### src/rtl/hd_stream_accumulator.sv
// Bundling stage of the HD datapath: folds a valid/ready operand stream into a
// running sum and presents sum, beat count and sticky wrap flag once per bundle.

// Ripple-carry adder, result modulo 2^N; no carry-out is exposed.
module N_bit_adder #(
  parameter int N = 16
) (
  input  logic [N-1:0] a,
  input  logic [N-1:0] b,
  output logic [N-1:0] sum
);
  logic [N-1:0] c;

  assign c[0] = 1'b0;

  for (genvar gi = 0; gi < N; gi++) begin : g_bit
    assign sum[gi] = a[gi] ^ b[gi] ^ c[gi];
    if (gi < N - 1) begin : g_carry
      assign c[gi+1] = (a[gi] & b[gi]) | (c[gi] & (a[gi] ^ b[gi]));
    end
  end
endmodule

module hd_stream_accumulator #(
  parameter int WIDTH     = 8,
  parameter int ACC_WIDTH = 16,
  parameter int CNT_WIDTH = 8
) (
  input  logic                 clk,
  input  logic                 rst_n,
  input  logic                 in_valid,
  output logic                 in_ready,
  input  logic [WIDTH-1:0]     in_data,
  input  logic                 in_last,
  output logic                 out_valid,
  input  logic                 out_ready,
  output logic [ACC_WIDTH-1:0] out_sum,
  output logic [CNT_WIDTH-1:0] out_count,
  output logic                 out_overflow
);
  typedef enum logic [1:0] {S_IDLE, S_ACCUM, S_DONE} state_t;

  typedef struct packed {
    logic [ACC_WIDTH-1:0] acc;
    logic [CNT_WIDTH-1:0] cnt;
    logic                 ovf;
  } acc_st_t;

  state_t               state_q, state_d;
  acc_st_t              st_q;
  logic [ACC_WIDTH-1:0] in_ext;
  logic [ACC_WIDTH-1:0] add_sum;
  logic                 accept;
  logic                 drain;

  assign in_ready  = (state_q != S_DONE);
  assign out_valid = (state_q == S_DONE);
  assign accept    = in_valid && in_ready;
  assign drain     = out_valid && out_ready;
  assign in_ext    = ACC_WIDTH'(in_data);

  N_bit_adder #(.N(ACC_WIDTH)) u_add (
    .a   (st_q.acc),
    .b   (in_ext),
    .sum (add_sum)
  );

  always_ff @(posedge clk or negedge rst_n) begin
    if (!rst_n) state_q <= S_IDLE;
    else        state_q <= state_d;
  end

  always_comb begin
    state_d = state_q;
    case (state_q)
      S_IDLE, S_ACCUM: if (accept) state_d = in_last ? S_DONE : S_ACCUM;
      S_DONE:          if (drain)  state_d = S_IDLE;
      default:                     state_d = S_IDLE;
    endcase
  end

  // Wrap is detected by the result dropping below the old sum, since the adder
  // has no carry-out.
  always_ff @(posedge clk or negedge rst_n) begin
    if (!rst_n) begin
      st_q <= '0;
    end else if (drain) begin
      st_q <= '0;
    end else if (accept) begin
      st_q.acc <= add_sum;
      st_q.cnt <= (&st_q.cnt) ? st_q.cnt : st_q.cnt + CNT_WIDTH'(1);
      st_q.ovf <= st_q.ovf | (add_sum < st_q.acc);
    end
  end

  assign out_sum      = st_q.acc;
  assign out_count    = st_q.cnt;
  assign out_overflow = st_q.ovf;
endmodule
### config.mk
export PLATFORM = sky130hd
export DESIGN_NAME = hd_stream_accumulator
export DESIGN_NICKNAME = d
export VERILOG_FILES = /design/src/rtl/hd_stream_accumulator.sv
export SDC_FILE = /design/constraint.sdc
export NUM_CORES = 1
export LEC_CHECK = 0
export ABC_AREA = 1
export CELL_PAD_IN_SITES_DETAIL_PLACEMENT = 0
export CELL_PAD_IN_SITES_GLOBAL_PLACEMENT = 1
export CORE_MARGIN = 3
export CORE_UTILIZATION = 34
export DETAILED_ROUTE_END_ITERATION = 7
export HOLD_SLACK_MARGIN = 0.02
export PLACE_DENSITY_LB_ADDON = 0.1
export SLEW_MARGIN = 20
export SYNTH_ARGS = -nofsm -noshare
export SYNTH_HDL_FRONTEND = slang
export SYNTH_SLANG_ARGS = --single-unit
export TNS_END_PERCENT = 100
### constraint.sdc
create_clock -name clk -period 5.3 [get_ports clk]
set_clock_uncertainty 0.15 [all_clocks]
set_input_delay 1.06 -clock clk [delete_from_list [all_inputs] [get_ports clk]]
set_output_delay 1.06 -clock clk [all_outputs]
set_load 0.05 [all_outputs]
==> impl_results.rst <==
.. list-table::
   :header-rows: 1

   * - Metric
     - Value
   * - Run status
     - finished, final reports clean
   * - Detailed route wirelength on metal2
     - 2.05 mm
   * - Overall die height
     - 80.6 um
   * - Smallest hold slack
     - 0.354 ns
   * - RSZ-0062 raised after global routing
     - true
   * - Slew HR
     - 66.2%
   * - Share of total power in sequential cells
     - 24.4%
   * - Global-route total usage across every layer
     - 14.4%
   * - Setup TNS
     - 0 ns
   * - Final Max Tran Viols
     - 0
   * - Post-route antenna net violation count
     - 0
   * - Final setup viols
     - 0
   * - Post-Syn Instances
     - 229
   * - Leading cell types by total area after synthesis
     - sky130_fd_sc_hd__dfrtp_1, sky130_fd_sc_hd__ha_1, sky130_fd_sc_hd__nand2_1, sky130_fd_sc_hd__inv_1, sky130_fd_sc_hd__fa_1
   * - Share of the synthesized area in the top cell type
     - 35.7%
   * - Number of rows in the core area
     - 26
   * - Combinational fraction of design power
     - 66.6%
   * - Clock group share of total power
     - 9.0%
   * - Most frequent cells in the layout
     - sky130_fd_sc_hd__nand2_1, sky130_fd_sc_hd__inv_1, sky130_fd_sc_hd__clkdlybuf4s50_1
   * - First DRT Iteration DRCs
     - 40
   * - Global-route wire length before repair
     - 7.29 mm
   * - Critical Path Start Type
     - input port
   * - Post-route fraction of the period consumed by the critical path
     - 97.2%
   * - Net count of the finished layout
     - 319
   * - Starting utilization of the core area
     - 36.1%
   * - Internal cell power
     - 0.690 mW
   * - Met1 Wirelength
     - 2.02 mm
   * - Net load switching power
     - 0.711 mW
   * - Data required time at the worst endpoint
     - 5.33 ns
   * - Number of endpoints with negative hold slack in the final report
     - 0
   * - Number of nets in the synthesized netlist
     - 268
   * - I/O Buffers
     - 39
   * - Die X
     - 80.6 um
   * - Post-route standard cell area excluding fillers
     - 0.00260 mm^2
   * - Average cell area after synthesis
     - 8.26 um^2
   * - First-pass detailed-route iteration total
     - 4
   * - Final weighted congestion in routability-driven placement
     - 0.765
   * - Top routing layer in use
     - met4
   * - Leading area contributor after synthesis
     - sky130_fd_sc_hd__dfrtp_1
   * - Antenna violations before repair
     - 0
   * - Number of hold buffers added after cts
     - 0
   * - Die Footprint
     - 0.00649 mm^2
   * - Post-Synthesis Cell Area
     - 0.00189 mm^2
   * - Layout fillers
     - 508
   * - Proportion of layout cells with a drive suffix above 1
     - 19.0%
   * - Clock H-tree levels
     - 1
   * - DRC violations left
     - 0
   * - Worst-Margin Slew
     - 0.505 ns
   * - Routed length on met3
     - 137 um
   * - Total core area
     - 0.00524 mm^2
   * - Critical Setup Path Class
     - in -> reg
   * - Post-Place Cell Area
     - 0.00244 mm^2
   * - Number of antenna repair diodes
     - 0
   * - Sequential share of the synthesized area
     - 35.7%
   * - Yosys synthesis warning count
     - 0
   * - Maximum vdd ir drop
     - 0.000243 V
   * - Via count of the routed design
     - 1599
   * - Remaining Overflow, GRT
     - 0
   * - Pin count of the biggest net entering global routing
     - 28
   * - Number of vias per cell
     - 4.58
   * - Detailed placer's ending HPWL
     - 3.06 mm
   * - I/O Pins
     - 40
   * - Kind of path behind the tightest hold check
     - reg -> reg
   * - Most frequent standard cell in the layout excluding fill and tap cells
     - sky130_fd_sc_hd__nand2_1
   * - Post-Route WL
     - 4.24 mm
   * - WL per Instance
     - 12.1 um
   * - TritonCTS clock tree
     - yes
   * - Endpoint arrival time on the critical path
     - 5.19 ns
   * - Largest driver fanout on the critical path
     - 3
   * - Crit path capture type
     - register
   * - Total power per unit cell area
     - 539 mW/mm^2
   * - Count of cell types in the netlist
     - 26
   * - Leakage power summed over all cells
     - 1.27 nW
   * - Switching share of power
     - 50.8%
   * - Area growth syn-to-layout
     - 37.5%
   * - Final core utilization
     - 49.6%
   * - Clock root buffer master
     - sky130_fd_sc_hd__clkbuf_8
   * - Flops & latches, synth
     - 27
   * - Number of clock buffers inserted by TritonCTS
     - 3
   * - Total clock sinks
     - 27
   * - Total of max-cap violations
     - 0
   * - Clk slew on worst S/H paths
     - 0.11 ns
   * - Timing-limited maximum frequency
     - 194 MHz
   * - Clock insertion delay at the later pin of the skew report
     - 0.28 ns
   * - Maximum root-to-sink buffer count
     - 2
   * - Via count of the first global-routing pass
     - 1591
   * - Time the worst path needs with I/O delays and setup
     - 5.15 ns
[timing repair]
item                                    4_1_cts  5_1_grt
resized for setup                            16        4
pin swaps                                    16       14
cloned                                        0        0
setup buffers                                 5        3
endpoints found under the setup margin        3        3
[path summary, 6_finish.rpt]
| path | start | cells past startpoint | to | slack, ns |
|---|---|---|---|---|
| max reg2reg | out_sum[0] | 23 | out_overflow | 0.54 |
| min in group asynchronous | rst_n | 2 | out_sum[1] | 1.01 |
| min | out_overflow | 2 | out_overflow | 0.35 |
| max in group asynchronous | rst_n | 2 | state_q[0] | 3.71 |
| min reg2reg | out_overflow | 2 | out_overflow | 0.35 |
| max | in_data[0] | 24 | out_overflow | 0.15 |
[cell families (layout without fill, tap and decap cells)]
family | count (synthesis) | after routing | share of synthesized area (%)
xor gates and xnor gates | 3 | 3 | 1.39
AOI/OAI and AO/OA | 30 | 30 | 9.86
DFF | 27 | 27 | 35.7
and+or+nand+nor | 94 | 94 | 22.5
buffers and inverters | 49 | 99 | 10.5
adders and majority gates | 26 | 26 | 20.0
[sequential cells by signal, summed over array words and instances (netlist names)]
register / cells
out_sum: 16
out_count: 8
state_q: 2
out_overflow: 1
[critical path: stages]
cell	delay, ns
sky130_fd_sc_hd__buf_6	0.07
sky130_fd_sc_hd__ha_4	0.11
sky130_fd_sc_hd__inv_2	0.03
sky130_fd_sc_hd__fa_2	0.34
sky130_fd_sc_hd__fa_2	0.35
sky130_fd_sc_hd__fa_2	0.36
sky130_fd_sc_hd__fa_2	0.35
sky130_fd_sc_hd__fa_2	0.34
sky130_fd_sc_hd__fa_2	0.34
sky130_fd_sc_hd__inv_2	0.07
sky130_fd_sc_hd__fa_2	0.22
sky130_fd_sc_hd__ha_4	0.14
sky130_fd_sc_hd__ha_4	0.13
sky130_fd_sc_hd__ha_4	0.13
sky130_fd_sc_hd__ha_4	0.13
sky130_fd_sc_hd__ha_4	0.14
sky130_fd_sc_hd__ha_4	0.14
sky130_fd_sc_hd__ha_4	0.20
sky130_fd_sc_hd__nand2_2	0.07
sky130_fd_sc_hd__nand3_2	0.09
sky130_fd_sc_hd__nor2_2	0.13
sky130_fd_sc_hd__nand3_1	0.08
sky130_fd_sc_hd__nand3_1	0.08
sky130_fd_sc_hd__nand2_1	0.05
[power by group through the flow]
stage,clock network [mW],registers [mW],logic (mW)
2_1_floorplan,0,0.558,0.455
3_3_place_gp,0,0.345,0.917
3_5_place_dp,0,0.347,0.922
4_1_cts,0.132,0.344,0.945
5_1_grt,0.139,0.355,1.04
6_report,0.126,0.342,0.933
[metal layers]
metal	track usage [%]	up-vias
li1	-	825
met1	19.8	742
met2	23.8	30
met3	1.79	2
met4	4.05	0
met5	0	-
[layout make-up]
type	instances	area (um^2)	share of cell area, %
multi-input combinational	153	1150	44.2
clock buffer	3	41.3	1.59
tap	70	87.6	3.37
timing repair buffer	50	469	18.1
sequential	27	676	26.0
inverter	45	169	6.50
clock inverter	1	7.51	0.289
[per-stage QoR]
step | cells | worst slack, ns | total power [mW]
6_report | 349 | 0.148 | 1.40
5_1_grt | 349 | -0.0284 | 1.54
4_1_cts | 346 | -0.220 | 1.42
3_5_place_dp | 337 | -0.725 | 1.27
3_3_place_gp | 337 | -0.624 | 1.26
2_1_floorplan | 229 | -0.0448 | 1.01
[cell usage after synthesis (all sizes together)]
master  number
nand2       61
inv         45
dfrtp       27
ha          19
nand3       19
o21ai       12
o22ai       11
nor2         8
fa           7
a21oi        4
buf          4
nand3b       2
nand4        2
xnor2        2
a21o         1
nor3         1
o21a         1
o31ai        1
or2          1
xor2         1
Note: power is estimated with default switching activity, not from simulation.
